`config.mk`:
```
export PLATFORM = sky130hd
export DESIGN_NAME = trade_report_tx
export DESIGN_NICKNAME = d
export VERILOG_FILES = /design/src/rtl/trade_report_tx_pkg.sv /design/src/rtl/rise_edge_detect.sv /design/src/rtl/trade_report_tx.sv
export SDC_FILE = /design/constraint.sdc
export NUM_CORES = 1
export LEC_CHECK = 0
export ABC_CLOCK_PERIOD_IN_PS = 4510
export BUFFER_PORTS_ARGS = -buffer_cell sky130_fd_sc_hd__buf_2
export CAP_MARGIN = 30
export CORE_MARGIN = 3
export CORE_UTILIZATION = 40
export DETAILED_ROUTE_END_ITERATION = 10
export PLACE_DENSITY = 0.67
export SLEW_MARGIN = 20
export SYNTH_ARGS = -nofsm -noshare
export SYNTH_HDL_FRONTEND = slang
export SYNTH_HIERARCHICAL = 1
export SYNTH_SLANG_ARGS = --single-unit
```
`constraint.sdc`:
```
create_clock -name clk -period 4.51 [get_ports clk]
set_input_delay 0.902 -clock clk [delete_from_list [all_inputs] [get_ports clk]]
set_output_delay 0.902 -clock clk [all_outputs]
set_load 0.005 [all_outputs]
```
`src/rtl/trade_report_tx_pkg.sv`:
```
// Shared constants and helpers for the trade report transmitter.
// This covers the frame layout, the byte codes and the FSM state encodings.
package trade_report_tx_pkg;

  localparam int          TR_DATA_W   = 16;
  localparam int          FRAME_LEN   = 5;
  localparam logic [7:0]  SYNC_DEF    = 8'hA5;
  localparam logic [7:0]  BUY_DEF     = 8'h42;
  localparam logic [7:0]  SELL_DEF    = 8'h53;

  localparam logic [1:0]  ST_IDLE     = 2'd0;
  localparam logic [1:0]  ST_SEND     = 2'd1;
  localparam logic [1:0]  ST_GAP      = 2'd2;

  function automatic logic [7:0] frame_chk(input logic [7:0] code,
                                           input logic [TR_DATA_W-1:0] data);
    return code ^ data[15:8] ^ data[7:0];
  endfunction

endpackage

```
`src/rtl/rise_edge_detect.sv`:
```
// Single-cycle pulse on the rising edge of a level input.
module rise_edge_detect (
  input  logic clk,
  input  logic reset_n,
  input  logic in,
  output logic pulse
);

  logic in_q;
  logic in_d;

  always_comb begin
    in_d = in;
  end

  always_ff @(posedge clk or negedge reset_n) begin
    if (!reset_n) begin
      in_q <= 1'b0;
    end else begin
      in_q <= in_d;
    end
  end

  assign pulse = in & ~in_q;

endmodule

```
`src/rtl/trade_report_tx.sv`:
```
// Turns buy/sell events into 5-byte frames (SYNC, CODE, DATA hi, DATA lo, CHK)
// for the UART TX FIFO, with a one-deep pending slot and a saturating drop counter.
module trade_report_tx
  import trade_report_tx_pkg::*;
#(
  parameter int         DATA_W    = 16,
  parameter logic [7:0] SYNC_BYTE = SYNC_DEF,
  parameter logic [7:0] BUY_CODE  = BUY_DEF,
  parameter logic [7:0] SELL_CODE = SELL_DEF
) (
  input  logic              clk,
  input  logic              reset_n,
  input  logic              buy_signal,
  input  logic              sell_signal,
  input  logic [DATA_W-1:0] event_data,
  input  logic              tx_full,
  output logic [7:0]        w_data,
  output logic              wr_uart,
  output logic              busy,
  output logic [7:0]        drop_count
);

  logic buy_evt;
  logic sell_evt;

  rise_edge_detect u_buy_edge (
    .clk     (clk),
    .reset_n (reset_n),
    .in      (buy_signal),
    .pulse   (buy_evt)
  );

  rise_edge_detect u_sell_edge (
    .clk     (clk),
    .reset_n (reset_n),
    .in      (sell_signal),
    .pulse   (sell_evt)
  );

  logic [1:0]        state_q,     state_d;
  logic [2:0]        idx_q,       idx_d;
  logic [7:0]        code_q,      code_d;
  logic [DATA_W-1:0] data_q,      data_d;
  logic              pend_vld_q,  pend_vld_d;
  logic [7:0]        pend_code_q, pend_code_d;
  logic [DATA_W-1:0] pend_data_q, pend_data_d;
  logic [7:0]        drop_q,      drop_d;
  logic [7:0]        w_data_q,    w_data_d;
  logic              wr_q,        wr_d;

  logic              legal_evt;
  logic              drop_evt;
  logic              frame_last;
  logic [7:0]        evt_code;
  logic [7:0]        cur_byte;

  always_comb begin
    state_d     = state_q;
    idx_d       = idx_q;
    code_d      = code_q;
    data_d      = data_q;
    pend_vld_d  = pend_vld_q;
    pend_code_d = pend_code_q;
    pend_data_d = pend_data_q;
    drop_d      = drop_q;
    w_data_d    = w_data_q;
    wr_d        = 1'b0;

    legal_evt  = buy_evt ^ sell_evt;
    drop_evt   = buy_evt & sell_evt;
    evt_code   = buy_evt ? BUY_CODE : SELL_CODE;
    frame_last = (idx_q == 3'(FRAME_LEN - 1));

    case (idx_q)
      3'd0:    cur_byte = SYNC_BYTE;
      3'd1:    cur_byte = code_q;
      3'd2:    cur_byte = data_q[15:8];
      3'd3:    cur_byte = data_q[7:0];
      default: cur_byte = frame_chk(code_q, data_q);
    endcase

    case (state_q)
      ST_IDLE: begin
        if (legal_evt) begin
          code_d  = evt_code;
          data_d  = event_data;
          idx_d   = 3'd0;
          state_d = ST_SEND;
        end
      end
      ST_SEND: begin
        if (!tx_full) begin
          wr_d     = 1'b1;
          w_data_d = cur_byte;
          state_d  = ST_GAP;
        end
      end
      ST_GAP: begin
        if (!frame_last) begin
          idx_d   = idx_q + 3'd1;
          state_d = ST_SEND;
        end else if (pend_vld_q) begin
          code_d     = pend_code_q;
          data_d     = pend_data_q;
          pend_vld_d = 1'b0;
          idx_d      = 3'd0;
          state_d    = ST_SEND;
        end else begin
          state_d = ST_IDLE;
        end
      end
      default: state_d = ST_IDLE;
    endcase

    // The slot is free either when empty or when it is being drained this very cycle.
    if (legal_evt && (state_q != ST_IDLE)) begin
      if (!pend_vld_q || ((state_q == ST_GAP) && frame_last)) begin
        pend_vld_d  = 1'b1;
        pend_code_d = evt_code;
        pend_data_d = event_data;
      end else begin
        drop_evt = 1'b1;
      end
    end

    if (drop_evt && (drop_q != 8'hFF)) begin
      drop_d = drop_q + 8'd1;
    end
  end

  always_ff @(posedge clk or negedge reset_n) begin
    if (!reset_n) begin
      state_q     <= ST_IDLE;
      idx_q       <= 3'd0;
      code_q      <= 8'd0;
      data_q      <= '0;
      pend_vld_q  <= 1'b0;
      pend_code_q <= 8'd0;
      pend_data_q <= '0;
      drop_q      <= 8'd0;
      w_data_q    <= 8'd0;
      wr_q        <= 1'b0;
    end else begin
      state_q     <= state_d;
      idx_q       <= idx_d;
      code_q      <= code_d;
      data_q      <= data_d;
      pend_vld_q  <= pend_vld_d;
      pend_code_q <= pend_code_d;
      pend_data_q <= pend_data_d;
      drop_q      <= drop_d;
      w_data_q    <= w_data_d;
      wr_q        <= wr_d;
    end
  end

  assign w_data     = w_data_q;
  assign wr_uart    = wr_q;
  assign drop_count = drop_q;
  assign busy       = (state_q != ST_IDLE) | pend_vld_q;

endmodule

```
==> Yosys cells after proc, flatten, opt, wreduce, memory -nomap -nowiden <==
Cells that the tools add are included.
{ "totals": {"reg_bits": 73, "input_bits": 21, "out_inout_bits": 18, "elab_cells": 77} }
{ "classes": {"add_sub_neg": 2, "eq_ne": 12, "mux": 27, "n_bitwise": 10, "reduce_logical": 14} }
{ "ops": {"columns": ["cell", "count"], "rows": [
  ["16-bit 2-to-1 mux", 3],
  ["16-bit case mux with 2 select lines", 1],
  ["8-bit case mux with 4 select lines", 1],
  ["8-bit 2-to-1 mux", 3],
  ["8-bit case mux with 2 select lines", 1],
  ["8-bit bitwise XOR", 2],
  ["1-bit 2-to-1 mux", 10],
  ["3-bit 2-to-1 mux", 3],
  ["8-bit by 1-bit adder with 8-bit output, second input constant", 1],
  ["2-bit inequality test, second input constant", 4],
  ["8-bit inequality test, second input constant", 1],
  ["3-bit by 2-bit == test with 1-bit output, second input constant", 2],
  ["2-bit case mux with 3 select lines", 1],
  ["3-bit case mux with 2 select lines", 1],
  ["2-bit AND reduction", 3],
  ["5-bit 2-to-1 mux", 1],
  ["2-bit 2-to-1 mux", 2],
  ["4-bit AND reduction", 1],
  ["2-bit nonzero test", 2],
  ["3-bit by 1-bit adder with 3-bit output, second input constant", 1],
  ["1-bit AND", 3],
  ["3-bit by 1-bit == test with 1-bit output, second input constant", 1],
  ["3-bit == test, second input constant", 1],
  ["1-bit logical AND", 3],
  ["11 further kinds", 13]
]} }

==> Longest topological paths before layout <==
{ "depth": {"word_depth": 6, "depth_mapped": 8, "depth_no_buf": 6} }

==> Hierarchy <==
The synthesis kept the hierarchy.
{ "modules_own_cells": {"columns": ["mod", "n_inst", "cells_each", "area_each_um2", "seq_area_each_um2"], "rows": [
  ["trade_report_tx", 1, 252, 2934.1, 1476.4],
  ["rise_edge_detect", 2, 2, 38.8, 25.0]
]} }

==> Worst setup path before layout <==
Ideal clock, no wire load.
{ "synth_timing": {"kind": "input -> register", "startpoint": "in buy_signal", "endpoint": "reg drop_q[7] (netlist: drop_count[7])", "setup_ps": 127, "arrival_ps": 2294, "t_required_ps": 4383, "slack_ps": 2088, "cell_stages": 6, "path_buffers": 0, "cell_sequence": "nor2b_4 > ha_1 > a31o_1 > a41oi_4 > nand4b_1 > mux2_1"} }
{ "synth_via": {"elab_chain_cells": 5, "word_cells_on_any_way": 7, "classes_between": "mux (2); bitwise (3); reduce/logical (2)"} }
{ "synth_rtl": {"columns": ["element", "line_no", "rtl"], "rows": [
  ["start, declared", "trade_report_tx.sv:13", "input logic buy_signal,"],
  ["1-bit AND *", "rise_edge_detect.sv:24", "assign pulse = in & ~in_q;"],
  ["1-bit AND or 1-bit bitwise XOR (tied branches)", "trade_report_tx.sv:70, trade_report_tx.sv:69", null],
  ["1-bit 2-to-1 mux or 1-bit logical AND (tied branches)", "trade_report_tx.sv:117, trade_report_tx.sv:116", null],
  ["1-bit 2-to-1 mux *", "trade_report_tx.sv:116", "if (legal_evt && (state_q != ST_IDLE)) begin"],
  ["1-bit logical AND *", "trade_report_tx.sv:126", "if (drop_evt && (drop_q != 8'hFF)) begin"],
  ["end signal, assigned", "trade_report_tx.sv:151", "drop_q <= drop_d;"],
  ["end, declared", "trade_report_tx.sv:47", "logic [7:0] drop_q, drop_d;"]
]} }
Every way passes the cells marked *; elsewhere a longest branch is shown, timed or not.
A chain may end at the register's enable or synchronous reset.

==> Final worst setup path <==
{ "layout_timing": {"startpoint": "in buy_signal", "endpoint": "reg pend_data_q[3]"} }
{ "layout_via": {"elab_chain_cells": 4} }
{ "layout_rtl": {"columns": ["element", "line_no", "rtl"], "rows": [
  ["1-bit AND", "rise_edge_detect.sv:24", null],
  ["net buy_evt", "trade_report_tx.sv:23", "logic buy_evt;"],
  ["1-bit bitwise XOR", "trade_report_tx.sv:69", "legal_evt = buy_evt ^ sell_evt;"],
  ["1-bit logical AND", "trade_report_tx.sv:116", null],
  ["2-bit AND reduction (no line)", null, null],
  ["end signal, assigned", "trade_report_tx.sv:150", "pend_data_q <= pend_data_d;"],
  ["end, declared", "trade_report_tx.sv:46", "logic [DATA_W-1:0] pend_data_q, pend_data_d;"]
]} }
The timed path passes the listed nets, and every way through them passes these cells.

==> results.py <==
metrics = {
    "routing": {
        "drt-met1-wl_um": 2630,
        "ant_nets": 0,
        "wl_met2_um": 2370,
        "postRouteWirelength_um": 5340,
        "drc": 0,
        "top_layer": "met4",
        "wl_per_cell_um": 13.5,
        "viasPerCell": 4.97,
        "num_vias": 1967,
        "drtPass1Iterations": 4,
        "drtIter0Drc": 140,
        "wl_met3_um": 247,
    },
    "critical_path": {
        "rr_endpoint": "pend_data_q[3]",
        "worstPathRequired_ns": 4.73,
        "worst-endpoint-arrival_ns": 2.68,
        "reg2reg_depth": 6,
        "crit_start": "buy_signal",
        "cp-endpoint": "pend_data_q[3]",
        "path_max_fanout": 18,
        "r2r-start": "idx_q[0]",
        "crit_type": "input port to flip-flop",
        "crit_path_start_kind": "input port",
        "reg2reg_slack_ns": 2.08,
        "end_kind": "flip-flop",
    },
    "grt": {
        "grt_pass1_wl_um": 9370,
        "grt_start_max_net_pins": 41,
        "grt_pass1_vias": 1883,
        "antenna_found_initial": 0,
        "track_usage_pct": 13.9,
        "grt_overflow": 0,
    },
    "finish": {
        "nets": 321,
        "layout_common_cells": "dfrtp_1, buf_2, nor2_1",
        "diodes": 0,
        "drive_above_1_share_pct": 26.3,
        "fin_cells": 396,
        "area_delta_synth_final_pct": 13.7,
        "mostFrequentLayoutCell": "dfrtp_1",
        "num-fill-cells": 722,
    },
    "timing": {
        "setup_violations": 0,
        "fmax_ghz": 0.407,
        "tightest_slew_ns": 0.823,
        "rsz0062_at_grt": "no",
        "hold_viol": 0,
        "relSlewSlack_pct": 45.1,
        "fin_setup_tns_ns": 0,
        "maxSlewViolCount": 0,
        "fin_crit_ns": 2.46,
        "finClkSkew_ns": 0.00833,
        "final.period_utilization_pct": 54.5,
        "worst_slack_ns": 2.05,
    },
    "synthesis": {
        "synth_top_cell_area_share_pct": 50.7,
        "syn-num-nets": 284,
        "postSynthAreaPerCell_um2": 11.8,
        "synthCells": 256,
        "ys_seq_area_share_pct": 50.7,
        "synth_cell_types": 45,
        "synthFlopType": "dfrtp_1",
        "synthTopCellsByArea": "dfrtp_1, mux2i_1, mux2_4",
        "yosys.area.top_type": "dfrtp_1",
        "synth_edf_count": 0,
        "ys_ff_latch": 61,
        "async_flop_share_pct": 100,
        "ys_warn_count": 6,
        "synth_area_mm2": 0.00301,
    },
    "placed_design": {
        "port_buffers": 38,
        "dp_slack_ns": 1.68,
        "dp_hpwl_um": 3750,
        "gp_congestion": 0.783,
        "dp.cells": 381,
    },
    "clock_network": {
        "cts_htree_levels": 3,
        "cts_tree": "built",
        "clock_sinks": 61,
        "hold_buffers": 0,
        "ctsResizeCount": 0,
        "post_cts_buffers": 0,
        "cts_made_buffers": 9,
        "clk_path_buf_depth": 2,
        "root_buffer": "clkbuf_8",
        "clk_pin_slew_worst_paths_ns": 0.07,
        "clock_latency_ns": 0.34,
    },
    "min_path": {
        "min_path_type": "flip-flop to flip-flop",
    },
    "status": {
        "status": "finished, final reports clean",
    },
    "floorplanning": {
        "dieArea_mm2": 0.00861,
        "die_w_um": 92.8,
        "num_io_pins": 39,
        "die_height_um": 92.8,
        "rows": 31,
        "initial_utilization_pct": 41.3,
        "core-area_mm2": 0.00729,
    },
    "job": {
        "max-cap-violations": 0,
    },
    "power_and_ir_drop": {
        "p_leak_uw": 0.00165,
        "p_total_uw": 2200,
        "power_density_mw_per_mm2": 643,
        "peakVddDrop_v": 0.000286,
    },
}
## how the worst min path moves through the flow
stage | from | endpoint | slack [ns] | cells past startpoint
final | pend_code_q[1] | pend_code_q[1] | 0.47 | 1
after global routing | pend_code_q[1] | pend_code_q[1] | 0.48 | 1
after CTS | pend_code_q[1] | pend_code_q[1] | 0.47 | 1
after global placement | pend_code_q[1] | pend_code_q[1] | 0.45 | 1
after floorplan | pend_code_q[1] | pend_code_q[1] | 0.43 | 1
after detailed placement | pend_code_q[1] | pend_code_q[1] | 0.45 | 1
## per-layer routing
metal  up-vias  GRT usage, %
met3         7          3.82
met4         0          6.59
met2        41          19.3
met5         -             0
li1        982             -
met1       937          20.0
## logic make-up (layout without fill, tap and decap cells)
| group | count (synthesis) | after routing | share of synthesized area [%] |
|---|---|---|---|
| AO/OA/AOI/OAI | 58 | 58 | 13.6 |
| multiplexers | 38 | 38 | 14.6 |
| buffers and inverters | 22 | 63 | 4.57 |
| adder cells (fa/ha/maj) | 7 | 7 | 2.91 |
| flip-flops | 61 | 61 | 50.7 |
| XOR/XNOR | 15 | 15 | 4.36 |
| AND/OR/NAND/NOR | 55 | 55 | 9.27 |
## metrics by stage
stage               util (%)  area, um2  hold WS, ns
global placement        44.3       3230        0.449
floorplan                  -       3010        0.434
global route            46.9       3420        0.476
CTS                     46.9       3420        0.468
detailed placement      44.3       3230        0.452
finish                  46.9       3420        0.466
## critical path, stage by stage
cell and delay [ns]:
buf_2 0.10, nor2b_4 0.13, ha_1 0.39, o211a_1 0.73, mux2_2 0.42
## state kept, by name, indices dropped and copies added, names as in the netlist
signal,cells
drop_count,8
code_q,2
idx_q,3
w_data,8
pend_data_q,16
wr_uart,1
u_buy_edge/in_q,1
pend_vld_q,1
u_sell_edge/in_q,1
pend_code_q,2
data_q,16
state_q,2
## cell usage after synthesis, types with 3 or more instances
cell type and instances:
buf_2 6, mux2_4 9, a221oi_1 9, a21oi_1 23
buf_6 4, xor2_1 11, nand2_1 8, mux2i_1 17
xnor2_1 4, nand3_1 3, dfrtp_1 61, ha_1 7
nor2_1 25, nand2b_1 4, o21ai_0 5, mux2_1 3
a21o_1 6, inv_1 8, mux2_2 9
## where the power goes
group	leakage, uW	switching, uW	internal [uW]
clock network	0.0000992	204	266
registers	0.000717	205	780
logic	0.000838	341	404
total	0.00165	751	1450
## area by class of cell
cell class	instances	area (um2)	share of cell area, %
sequential	61	1530	44.6
multi-input combinational	173	1350	39.4
timing repair buffer	40	205	5.99
clock buffer	11	141	4.13
tap	99	124	3.62
clock inverter	4	48.8	1.43
inverter	8	30.0	0.877
Power figures use the tool's default switching activity.
